$ cat config.mk
export PLATFORM = sky130hd
export DESIGN_NAME = interrupt_request_ctrl
export DESIGN_NICKNAME = d
export VERILOG_FILES = /design/src/rtl/interrupt_request_ctrl.sv
export SDC_FILE = /design/constraint.sdc
export NUM_CORES = 1
export LEC_CHECK = 0
export ABC_AREA = 1
export CAP_MARGIN = 20
export CORE_ASPECT_RATIO = 1.75
export CORE_UTILIZATION = 51
export CTS_BUF_LIST = sky130_fd_sc_hd__clkbuf_4 sky130_fd_sc_hd__clkbuf_8 sky130_fd_sc_hd__clkbuf_16
export CTS_CLUSTER_SIZE = 10
export DETAILED_ROUTE_END_ITERATION = 16
export PLACE_DENSITY = 0.83
export SYNTH_ARGS = -nofsm -noshare
export SYNTH_HDL_FRONTEND = slang
export SYNTH_SLANG_ARGS = --single-unit
$ cat constraint.sdc
create_clock -name clk -period 1.7 [get_ports clk]
set_clock_uncertainty 0.05 [all_clocks]
set_input_delay 0.34 -clock clk [delete_from_list [all_inputs] [get_ports clk]]
set_output_delay 0.34 -clock clk [all_outputs]
set_load 0.05 [all_outputs]
$ cat src/rtl/interrupt_request_ctrl.sv
// interrupt_request_ctrl: edge-captured maskable and NMI interrupt source for the multicycle CPU.
// Define INT_PRIORITY_ROTATE_EN for rotating maskable priority; the default is fixed, lowest index first.
module interrupt_request_ctrl #(
  parameter int NUM_IRQ = 8,
  parameter int ID_W    = 3
) (
  input  logic               clk,
  input  logic               rst_n,
  input  logic [NUM_IRQ-1:0] irq_in,
  input  logic               nmi_in,
  input  logic               mask_we,
  input  logic [NUM_IRQ-1:0] mask_wdata,
  input  logic               cpu_ack,
  input  logic               cpu_ack_ina,
  input  logic               eoi,
  output logic               INT,
  output logic               NMI,
  output logic               INTD,
  output logic [ID_W-1:0]    irq_id,
  output logic [NUM_IRQ-1:0] pending
);

  typedef enum logic [1:0] {IDLE, INT_REQ, INT_SERV} state_t;

  state_t               state_q, state_d;
  logic [NUM_IRQ-1:0]   irq_prev_q, irq_prev_d;
  logic                 nmi_prev_q, nmi_prev_d;
  logic [NUM_IRQ-1:0]   pending_q, pending_d;
  logic [NUM_IRQ-1:0]   mask_q, mask_d;
  logic                 nmi_pend_q, nmi_pend_d;
  logic                 nmi_srv_q, nmi_srv_d;
  logic [ID_W-1:0]      irq_id_q, irq_id_d;
  logic                 int_q, int_d;
  logic                 nmi_q, nmi_d;
  logic                 intd_q, intd_d;
`ifdef INT_PRIORITY_ROTATE_EN
  logic [ID_W-1:0]      ptr_q, ptr_d;
  logic [2*NUM_IRQ-1:0] req_dbl;
  logic [NUM_IRQ-1:0]   req_rot;
  int                   sel_pos;
`endif

  logic [NUM_IRQ-1:0]   irq_rise;
  logic                 nmi_rise;
  logic [NUM_IRQ-1:0]   req_vec;
  logic [NUM_IRQ-1:0]   pend_clr;
  logic                 int_ack;
  logic                 nmi_ack;
  logic                 sel_found;
  logic [ID_W-1:0]      sel_idx;

  assign irq_rise = irq_in & ~irq_prev_q;
  assign nmi_rise = nmi_in & ~nmi_prev_q;
  assign req_vec  = pending_q & mask_q;
  assign int_ack  = cpu_ack & cpu_ack_ina & (state_q == INT_REQ);
  assign nmi_ack  = cpu_ack & ~cpu_ack_ina & nmi_pend_q & ~nmi_srv_q;

`ifdef INT_PRIORITY_ROTATE_EN
  // Rotate the request vector so bit 0 is the line at ptr, then take the first set bit.
  always_comb begin
    req_dbl   = {req_vec, req_vec} >> ptr_q;
    req_rot   = req_dbl[NUM_IRQ-1:0];
    sel_found = 1'b0;
    sel_idx   = '0;
    sel_pos   = 0;
    for (int off = 0; off < NUM_IRQ; off++) begin
      if (!sel_found && req_rot[off]) begin
        sel_found = 1'b1;
        sel_pos   = int'(ptr_q) + off;
        if (sel_pos >= NUM_IRQ) begin
          sel_pos = sel_pos - NUM_IRQ;
        end
        sel_idx = ID_W'(sel_pos);
      end
    end
  end
`else
  always_comb begin
    sel_found = |req_vec;
    sel_idx   = '0;
    for (int i = NUM_IRQ - 1; i >= 0; i--) begin
      if (req_vec[i]) begin
        sel_idx = ID_W'(i);
      end
    end
  end
`endif

  always_comb begin
    state_d    = state_q;
    irq_id_d   = irq_id_q;
    irq_prev_d = irq_in;
    nmi_prev_d = nmi_in;
    mask_d     = mask_we ? mask_wdata : mask_q;
    pend_clr   = '0;
`ifdef INT_PRIORITY_ROTATE_EN
    ptr_d      = ptr_q;
`endif

    unique case (state_q)
      IDLE: begin
        if (sel_found) begin
          state_d  = INT_REQ;
          irq_id_d = sel_idx;
        end
      end
      INT_REQ: begin
        // An ack beats a mask clear that lands in the same cycle.
        if (int_ack) begin
          state_d            = INT_SERV;
          pend_clr[irq_id_q] = 1'b1;
`ifdef INT_PRIORITY_ROTATE_EN
          if (irq_id_q == ID_W'(NUM_IRQ - 1)) begin
            ptr_d = '0;
          end else begin
            ptr_d = irq_id_q + ID_W'(1);
          end
`endif
        end else if (!mask_q[irq_id_q]) begin
          state_d = IDLE;
        end
      end
      INT_SERV: begin
        if (eoi && !nmi_srv_q) begin
          state_d = IDLE;
        end
      end
      default: state_d = IDLE;
    endcase

    pending_d  = (pending_q & ~pend_clr) | irq_rise;
    nmi_pend_d = (nmi_pend_q & ~nmi_ack) | nmi_rise;

    // The NMI handler is the innermost level, so eoi retires it first.
    nmi_srv_d = nmi_srv_q;
    if (eoi && nmi_srv_q) begin
      nmi_srv_d = 1'b0;
    end
    if (nmi_ack) begin
      nmi_srv_d = 1'b1;
    end

    int_d  = (state_d == INT_REQ);
    nmi_d  = nmi_pend_d & ~nmi_srv_d;
    intd_d = (state_d == INT_SERV) | nmi_srv_d;
  end

  always_ff @(posedge clk or negedge rst_n) begin
    if (!rst_n) begin
      state_q    <= IDLE;
      irq_prev_q <= '0;
      nmi_prev_q <= 1'b0;
      pending_q  <= '0;
      mask_q     <= '0;
      nmi_pend_q <= 1'b0;
      nmi_srv_q  <= 1'b0;
      irq_id_q   <= '0;
      int_q      <= 1'b0;
      nmi_q      <= 1'b0;
      intd_q     <= 1'b0;
`ifdef INT_PRIORITY_ROTATE_EN
      ptr_q      <= '0;
`endif
    end else begin
      state_q    <= state_d;
      irq_prev_q <= irq_prev_d;
      nmi_prev_q <= nmi_prev_d;
      pending_q  <= pending_d;
      mask_q     <= mask_d;
      nmi_pend_q <= nmi_pend_d;
      nmi_srv_q  <= nmi_srv_d;
      irq_id_q   <= irq_id_d;
      int_q      <= int_d;
      nmi_q      <= nmi_d;
      intd_q     <= intd_d;
`ifdef INT_PRIORITY_ROTATE_EN
      ptr_q      <= ptr_d;
`endif
    end
  end

  assign INT     = int_q;
  assign NMI     = nmi_q;
  assign INTD    = intd_q;
  assign irq_id  = irq_id_q;
  assign pending = pending_q;

endmodule

---- Word level (Yosys, flattened, before mapping) ----
Index checks and enable logic that the tools add are counted.
word-level totals
  output and inout port bits .............. 14
  logic and storage cells ................. 66
  input port bits ......................... 23
  bits in latches ......................... 0
  RAM bits ................................ 0
  memories kept ........................... 0
  flip-flop bits (word level) ............. 35
  memory bits (read-only) ................. 0
cells by class
  eq/ne operators ......................... 4
  divide/modulo/power cells ............... 0
  magnitude comparators ................... 2
  $mul .................................... 0
  muxes and demuxes ....................... 21
  shift operators ......................... 0
  add/sub/neg operators ................... 0
  reductions and logical operators ........ 7
  bitwise operators ....................... 21
operator list
  operator              number
  $and A8 B8 Y8         3
  $mux W3               8
  $mux W8               2
  $not A8 Y8            2
  $and A1 B1 Y1         8
  $mux W2               4
  $or A8 B8 Y8          1
  $reduce_or A8 Y1      1
  $pmux W2 S3           1
  $not A1 Y1            5
  $eq A2 B1 Y1 const B  2
  $eq A2 B2 Y1 const B  2
  $lt A3 B4 Y1 const B  1
  $mux W1               4
  $bmux W1 S3           1
  $demux W1 S3          1
  $ge A3 B1 Y1 const B  1
  $logic_and A1 B1 Y1   3
  $logic_not A2 Y1      1
  $or A1 B1 Y1          2
  $reduce_and A2 Y1     1
  $logic_not A1 Y1      1

---- Longest topological paths before layout ----
  word-level depth ........................ 9
  mapped depth ............................ 10

---- Least setup slack after synthesis ----
Ideal clock, no wire load.
  kind .................................... reg-to-reg
  start ................................... register irq_id_q[0], in the netlist irq_id[0]
  end ..................................... register int_q, in the netlist INT
  path buffers ............................ 1
  library setup time ...................... 0.124 ns
  data arrival time ....................... 1.290 ns
  required time ........................... 1.526 ns
  stages on the path, launching flop included .. 7
  setup slack ............................. 0.236 ns
  cell sequence ........................... dfrtp_1 > buf_2 > nand2_1 > o211ai_1 > o21ai_0 > o21ai_1 > nand2_1
between the ends
  cells in the longest elaborated chain, start to end .. 6
ends and longest elaborated chain
  what                           RTL line  RTL
  from (decl)                    32        logic [ID_W-1:0] irq_id_q, irq_id_d;
  from (signal assigned)         172       irq_id_q <= irq_id_d;
  $bmux W1 S3                    119       end else if (!mask_q[irq_id_q]) begin
  $mux W1 (implied by the code)  119
  $mux W2                        119
  $mux W2                        109       if (int_ack) begin
  $pmux W2 S3                    100       unique case (state_q)
  $eq A2 B1 Y1                   143       int_d = (state_d == INT_REQ);
  via int_d                      33        logic int_q, int_d;
  to (signal assigned)           173       int_q <= int_d;
  to (decl)                      33
The timed path passes the listed nets, and every way through them passes these cells. The select of a mux whose other input is x is not followed.
A chain may end at the register's enable or synchronous reset.

---- Final worst setup path ----
  start ................................... input port cpu_ack
  end ..................................... register pending_q[2], in the netlist pending[2]
between the ends
  cells in the longest elaborated chain, start to end .. 7
ends and longest elaborated chain
  what                         RTL line  RTL
  from (decl)                  13        input logic cpu_ack,
  $and A1 B1 Y1 (2 in series)  55        assign int_ack = cpu_ack & cpu_ack_ina & (state_q == INT_REQ);
  $mux W8                      109
  $mux W8                      100
  $not A8 Y8                   131       pending_d = (pending_q & ~pend_clr) | irq_rise;
  $and A8 B8 Y8                131
  $or A8 B8 Y8                 131
  via pending_d[2]             28        logic [NUM_IRQ-1:0] pending_q, pending_d;
  to (signal assigned)         168       pending_q <= pending_d;
  to (decl)                    28
The timed path passes the listed nets, and every way through them passes these cells.

==> results by group <==
Routing
  – Via count: 1160
  – Remaining DRCs: 0
  – Post-route ant nets: 0
  – Final wirelength: approximately 3.0 mm
  – Vias per Instance: between 5 and 6
  – Wire length per cell: 13.4 um
  – Iter 0 DRT Violations: 36
  – Pre-antenna DRT Iters: 4

Synthesis
  – List of most frequent post-synthesis cells: nand2_1 (40), dfrtp_1 (35), inv_1 (25)
  – Mean Syn Cell Area: about 9.2 um2
  – Post-synth ARST share: 100%
  – Post-synth top flop: dfrtp_1
  – Synth warnings: 0
  – Top cells by area, synth: dfrtp_1 (61%), nand2_1 (10%), o21ai_0 (8.0%), inv_1 (6.6%), mux2_2 (3.9%)
  – Synth unique cells: 18
  – Area share of the largest cell type after synthesis: between 60% and 70%
  – Post-Syn Nets: 178
  – Seq/Total Area, Yosys: roughly three fifths
  – Cells after Synth: ~160
  – Synthesized flop and latch total: 35
  – Synth area leader: dfrtp_1
  – Post-synth EDFFs: 0
  – Most common cell in the synthesized netlist: nand2_1
  – Mapped cell area: ~1400 um2

Global route
  – Gr ovfl total: 0
  – Grt met3 use: under 10%
  – Initial antenna violation count: 0
  – GRT Total Usage: 24.2%
  – Gr busiest metal: met2
  – Number of global-route vias before repair: about 1200
  – First-pass GRT wire length: roughly 5.3 mm
  – Largest net degree at the start of global routing: 36
  – Met2 global-route usage: 43.9%
  – Met1 track demand over resource: about a quarter

Worst setup path
  – Setup CP Type: in2reg
  – CP startpoint kind: primary input
  – Worst Path Max Fanout: 4
  – Critical Path AT: roughly 1.6 ns
  – Crit end category: flop
  – Worst path required time: about 1.8 ns

Layout
  – # fillers: about 220
  – Register area: roughly 900 um2
  – Share of cells above drive strength 1: between 10% and 20%
  – Area Growth Syn to Fin: 34.2%
  – Multi-input gate area: 452 um2
  – Layout Utilization: a little under three quarters
  – Diode count: 0
  – Final net count: 221

Clock network
  – Worst-path clk slew: approximately 0.060 ns
  – Clock sink count: 35
  – CTS buffer count: 5
  – H-Tree Depth: 2
  – Hold-fix buffers, CTS: 0
  – CTS resizes: 0
  – Worst skew pair latency: between 0.2 and 0.3 ns
  – CTS tree: done
  – Root Buffer: clkbuf_8
  – Clk buf depth: 2
  – Post-CTS Setup Inserts: 0

Timing
  – Fin. Hold Viols: 0
  – Fin Hold WS: about 0.36 ns
  – Period utilization: approximately 86%
  – Maximum clock frequency: slightly below 700 MHz
  – Fin crit period: between 1 and 1.5 ns
  – Least-Margin Pin Slew: 0.420 ns
  – Final Slew Violations: 0
  – Slew HR: approximately 72%
  – Unrepaired setup endpoints after global routing: no
  – # setup viols final: 0

Floorplan
  – Die Width: approximately 42 um
  – Die area: a little over 3000 um2
  – Core ar.: roughly 2700 um2
  – Starting density of the core: between 50 and 60%
  – IO Pins: 37
  – Die Y: roughly 72 um
  – Cell row count: 25

Run
  – Max Cap Violations: 0

Place
  – Post-DP HPWL: 2.39 mm
  – Port Buffers: 36
  – RePlAce Congestion: approximately 0.9

Power
  – Max VDD drop: 0.000900 V
  – PD cells: 1440 nW/um2
  – Cell leakage power: between 0.9 and 1 nW

Run status
  – Outcome: finished, final reports clean

Hold path
  – Hold Path Class: reg2reg
cell usage in the layout (no fill, tap or decap), types with 2 or more instances in the layout:
cell             Yosys  layout
mux2_2               5       5
nor2_1              10      10
o211ai_1             2       2
o21ai_1              2       2
inv_1               25      25
buf_12               0       3
nand2_2              2       2
clkbuf_8             0       6
a21oi_1              2       2
clkdlybuf4s50_1      0      22
dfrtp_1             35      35
o21ai_0             23      23
nand2_1             40      40
buf_4                0      13
final cells by class:
cell class	instances	share of cell area, %
sequential	35	45.6
multi-input combinational	93	23.5
timing repair buffer	38	19.7
inverter	25	4.89
clock buffer	6	4.30
tap	27	1.76
clock inverter	1	0.261
report_power, final:
part           leakage [nW]  internal [W]  switching (W)
Sequential            0.394      0.000979       0.000152
Clock                0.0470      0.000317       0.000266
Combinational         0.491      0.000399       0.000651
layer usage:
metal | vias up | part of all wire (%) | wire length, um
met5 | - | 0 | 0
met3 | 9 | 4.1 | 124
met1 | 550 | 35 | 1050
li1 | 571 | - | -
met2 | 30 | 58 | 1750
met4 | 0 | 3.4 | 102
metrics by stage:
step | setup WS, ns | total power [W] | instances | TNS (ns) | area [um2]
after floorplan | 0.236 | 0.00177 | 155 | 0 | 1430
after global placement | 0.0336 | 0.00216 | 218 | 0 | 1830
after CTS | 0.257 | 0.00279 | 225 | 0 | 1920
final | 0.246 | 0.00276 | 225 | 0 | 1920
after detailed placement | -0.0308 | 0.00220 | 218 | -0.0562 | 1830
after global routing | 0.188 | 0.00295 | 225 | 0 | 1920
logic make-up after synthesis:
family	Yosys count	share of synthesized area, %
flip-flops	35	61.2
buffers and inverters	27	7.26
multiplexers	5	3.93
AND/OR/NAND/NOR	57	16.1
AO/OA/AOI/OAI	31	11.5
sequential cells by signal, indices dropped and copies added, names as in the netlist, 2 cells and up:
| name | cells |
|---|---|
| pending | 8 |
| irq_id | 3 |
| irq_prev_q | 8 |
| state_q | 2 |
| mask_q | 8 |
worst paths after layout:
kind / startpoint / end / slack (ns) / cells after the start
hold / removal: irq_prev_q[6] / pending[6] / 0.36 / 1
min in group asynchronous: rst_n / INTD / 0.43 / 2
setup reg to reg: irq_id[0] / INT / 0.32 / 5
max in group asynchronous: rst_n / irq_prev_q[4] / 0.87 / 2
hold reg to reg: irq_prev_q[6] / pending[6] / 0.36 / 1
setup / recovery: cpu_ack / pending[2] / 0.25 / 6
worst max-delay path, cell delays in order:
cell and delay (ns):
clkdlybuf4s50_1 0.48, nand2_1 0.07, nor2_2 0.19, nand2_1 0.13, o21ai_0 0.20, o21ai_0 0.13
Power figures use the tool's default switching activity.
==> variant 1, RTL diff (same settings) <==
`NUM_IRQ`: 8 -> 12.
--- a/src/rtl/interrupt_request_ctrl.sv
+++ b/src/rtl/interrupt_request_ctrl.sv
@@ -2,5 +2,5 @@
 // Define INT_PRIORITY_ROTATE_EN for rotating maskable priority; the default is fixed, lowest index first.
 module interrupt_request_ctrl #(
-  parameter int NUM_IRQ = 8,
+  parameter int NUM_IRQ = 12,
   parameter int ID_W    = 3
 ) (
Ports: changed (resized irq_in, mask_wdata and pending); port bits go from 37 to 49. The function was not compared with the original's and may differ.
==> variant 1 against the original RTL <==
  * First-iteration DRC count shrank 22%
  * Area after synthesis increased by 32%
  * Sequential cell count up 12
  * Power increased by 22%
  * Design area grew 34%
  * Non-clock buffer count increased by 14
  * Worst setup slack got worse by 0.029 ns
  * Largest power group unchanged
  * Cell count is 28% higher
  * Wire length rose by 26%
  * Highest routed layer unchanged
==> variant 1: results (changes against the original RTL) <==
[outcome]
outcome=complete, no violations

[global_routing]
grt_util_met1_pct=24.20  ; +0.34 points
grt_max_degree=27  ; -25%
grt_pass1_vias=1437  ; +19%
grt_use_met3_pct=5.217  ; -1.7 points
grtUsageTotal_pct=22.03  ; -2.1 points
grt_pass1_wl_um=5982  ; +13%
grtUsageMet2_pct=38.11  ; -5.8 points

[detailed_routing]
vias=1491  ; +29%
dr.pass1.iters=4  ; unchanged
route.met2.wl_um=2187  ; +25%
wl_met1_um=1403  ; +34%
drt_iter0_markers=28  ; -22%
routed_wl_um=3813  ; +26%
dr_wl_met3_um=137  ; +10%

[clock_tree]
clk_pin_slew_ns=0.08  ; +0.02 ns
clockBufferDepth=2  ; unchanged
htree_levels=2  ; unchanged
cts_made_buffers=5  ; unchanged

[finish]
regArea_um2=1176  ; +34%
antenna_cells=0  ; unchanged
layout-drive-gt1-share_pct=18.18  ; +2.0 points
final_cells=287  ; +28%
nFillCells=259  ; +19%
nNetsFinal=272  ; +23%

[timing]
slew_headroom_pct=66.42  ; -5.6 points
setup_ws_ns=0.2167  ; -0.02895 ns

[synth]
syn_inst=185  ; +19%
syn_nets=216  ; +21%
yosysSeqAreaShare_pct=62.33  ; +1.1 points
yosys-top-cells-count=dfrtp_1 (47), nand2_1 (43), inv_1 (24)
synth_area_leaders=dfrtp_1 (62%), nand2_1 (8.6%), inv_1 (4.8%)
ys_types=28  ; +10

[power_and_ir_drop]
power.leakage_nw=1.209  ; +30%
peakVddDrop_mv=0.7418  ; -18%

[place]
place_congestion=0.9023  ; +3.0%
place_area_um2=2439  ; +33%
place_inst=278  ; +28%
dp_hpwl_um=2918  ; +22%
post-place-ws_ns=0.02048  ; +0.05129 ns
port_buffers=48  ; +33%

[critical_path]
cp_slowest_cell=dfrtp_1
cp_max_fo=8  ; +4
cp_top_family=flip-flops
crit_arrival_ns=1.61  ; +0.05 ns
slowest_delay_ns=0.57  ; +0.09 ns
worstSetupPathType=reg2reg
reg2reg_depth=7  ; +2
cp-startpoint=irq_id[1]$_DFFE_PN0P_
r2r-end=state_q[0]$_DFF_PN0_

## variant 1: repair_timing
action	in CTS	in global routing
buffers inserted	0	0
hold buffers	1	0
hold endpoints to repair	21	0
## variant 1: layout make-up
| type | instances | area share [%] |
|---|---|---|
| clock inverters | 2 | 1.365 |
| flip-flops and latches | 47 | 45.83 |
| inverters | 27 | 3.949 |
| multi-input cells | 108 | 22.96 |
| repair buffers | 52 | 20.48 |
| well taps | 45 | 2.194 |
| clock buffers | 6 | 3.218 |
## variant 1: power by group
group	total, mW	leakage [nW]	internal (mW)	switching, mW
clock	0.820	0.0612	0.475	0.345
sequential	1.44	0.524	1.27	0.167
combinational	1.12	0.624	0.435	0.685
total	3.38	1.21	2.18	1.20
## variant 1: worst min path at each step
stage | startpoint | slack [ns] | cells after the start | to
finish | irq_prev_q[5]$_DFF_PN0_ | 0.36 | 1 | pending[5]$_DFF_PN0_
detailed placement | rst_n | 0.28 | 1 | NMI$_DFF_PN0_
global placement | rst_n | 0.28 | 1 | NMI$_DFF_PN0_
CTS | irq_prev_q[5]$_DFF_PN0_ | 0.37 | 1 | pending[5]$_DFF_PN0_
global route | irq_prev_q[5]$_DFF_PN0_ | 0.38 | 1 | pending[5]$_DFF_PN0_
floorplan | rst_n | -0.006 | 0 | INT$_DFF_PN0_
## variant 1: cell families after synthesis
family | share of synthesized area [%]
AOI/OAI and AO/OA | 13.06
buffers and inverters | 6.432
DFF | 62.33
muxes | 3.581
and+or+nand+nor | 14.59
## variant 1: worst register-to-register path: stages, from the launching register on
cell       delay (ns)
dfrtp_1          0.57
inv_2            0.12
nand3_1          0.12
o21ai_1          0.06
nor2_1           0.14
o2111ai_1        0.15
nand3_2          0.10
nand2_1          0.07
==> variant 2, RTL diff (config.mk and constraints unchanged) <==
Made on the original files. Encoding of `state_t`: now one-hot (3 bits for 3 states).
--- a/src/rtl/interrupt_request_ctrl.sv
+++ b/src/rtl/interrupt_request_ctrl.sv
@@ -21,5 +21,5 @@
 );
 
-  typedef enum logic [1:0] {IDLE, INT_REQ, INT_SERV} state_t;
+  typedef enum logic [2:0] {IDLE = 3'b001, INT_REQ = 3'b010, INT_SERV = 3'b100} state_t;
 
   state_t               state_q, state_d;
Check against the original RTL: no difference found for any inputs over 10 cycles, from zero or initial values and one cycle with rst_n low; not proved beyond that.
==> variant 2 against the original RTL <==
  * The flow now finishes with violations (design-rule violations)
  * Synthesized cell count up 12%
  * Area after synthesis rose by 7.0%
  * Clock power is 7.4% higher
  * Sequential cell count increased by 1
  * Register-to-register slack got worse by 0.03 ns
  * Critical path depth shrank 5
  * Worst setup slack improved by 0.0027 ns
  * Wire length up 3.7%
  * Power down 1.6%
  * Count of clock-buffer cells in the layout is 1 higher
  * Design area increased by 5.6%
  * Highest routed layer unchanged
==> variant 2: results (changes against the original RTL) <==
[detailed_routing]
routed_wl_um=3138  ; +3.7%
dr.pass1.iters=10  ; +6
drt_iter0_markers=46  ; +28%
drc_errors=5  ; +5
routed_via_density=5.176  ; +0.39%

[place]
place_congestion=0.8286  ; -5.4%
dp_hpwl_um=2523  ; +5.5%
post-place-ws_ns=0.04066  ; +0.07147 ns

[worst_hold_path]
hold_path_class=in2async

[finish]
nNetsFinal=240  ; +8.6%
final_util_pct=70.05  ; -1.3 points
nFillCells=239  ; +9.6%
layout-drive-gt1-share_pct=15.67  ; -0.49 points

[critical_path]
cp_top_family=flip-flops
slowest_delay_ns=0.58  ; +0.10 ns
r2r_start=irq_id[0]$_DFFE_PN0P_
cp_max_fo=10  ; +6
critPathLaunchType=flip-flop
cp_slowest_cell=dfrtp_1
crit_arrival_ns=1.06  ; -0.50 ns

[power_and_ir_drop]
power.leakage_nw=0.9970  ; +7.0%
peakVddDrop_mv=0.8188  ; -9.0%

[outcome]
failed_checks=design-rule violations
outcome=complete, but fails checks

[clock_tree]
htree_levels=2  ; unchanged
tritoncts=done

[synth]
ys_types=22  ; +4
yosysSeqAreaShare_pct=58.91  ; -2.3 points
syn_nets=197  ; +11%
synth_area_leaders=dfrtp_1 (57%), nand2_1 (15%), inv_1 (6.9%)
yosys-top-cells-count=nand2_1 (60), dfrtp_1 (35), inv_1 (28)

[global_routing]
grt_pass1_vias=1337  ; +10%
grt_pass1_wl_um=5230  ; -1.2%
grt_max_degree=37  ; +2.8%
grtUsageTotal_pct=22.88  ; -1.3 points
antenna_found_initial=0  ; unchanged

[timing]
max_slew.worst_pin.slew_ns=0.4010  ; -0.01863 ns

variant 2: cell types whose count changed in the layout (fill, tap and decap cells not counted), sizes merged, moves of 2 or more:
| cell | unedited run | this run |
|---|---|---|
| nand3 | 1 | 3 |
| o21ai | 25 | 20 |
| nand2 | 42 | 62 |
| nor2 | 11 | 9 |
| inv | 25 | 28 |
variant 2: path summary, 6_finish.rpt:
kind	to	slack, ns	depth (start not counted)
setup / recovery	irq_id[0]	0.25	1
hold / removal	irq_prev_q[7]$_DFF_PN0_	0.37	2
setup reg to reg	INT$_DFF_PN0_	0.29	5
hold reg to reg	pending[2]$_DFF_PN0_	0.42	3
max in group asynchronous	state_q[0]$_DFF_PN1_	0.98	2
min in group clk	pending[2]$_DFF_PN0_	0.42	3
variant 2: cells by family after synthesis:
kind of cell	synth area share, %
simple gates	21.73
compound gates	8.743
mux	2.941
flops	58.91
buf+inv	7.680
variant 2: per-stage QoR:
step,hold WS (ns),cell area [um^2],std cells
after global placement,0.4153,1932,238
after CTS,0.3745,2028,245
final,0.3670,2028,245
after global routing,0.3828,2028,245
after detailed placement,0.4223,1932,238
after floorplan,-0.005591,1531,174
variant 2: power by group:
| group | internal (mW) | switching [mW] |
|---|---|---|
| Combinational | 0.356 | 0.610 |
| Sequential | 1.00 | 0.127 |
| Clock | 0.360 | 0.266 |
variant 2: area by class of cell:
type	instances	share of cell area (%)
well taps	28	1.727
clock buffers	7	4.750
repair buffers	38	18.63
flip-flops and latches	36	44.48
inverters	28	5.182
multi-input cells	108	25.23
variant 2: metal layers:
layer	track usage (%)	vias up	routed length, um
met4	12.15	0	106
met1	19.29	607	1067
li1	-	622	-
met5	0	-	0
met3	7.767	12	123
met2	44.61	27	1842
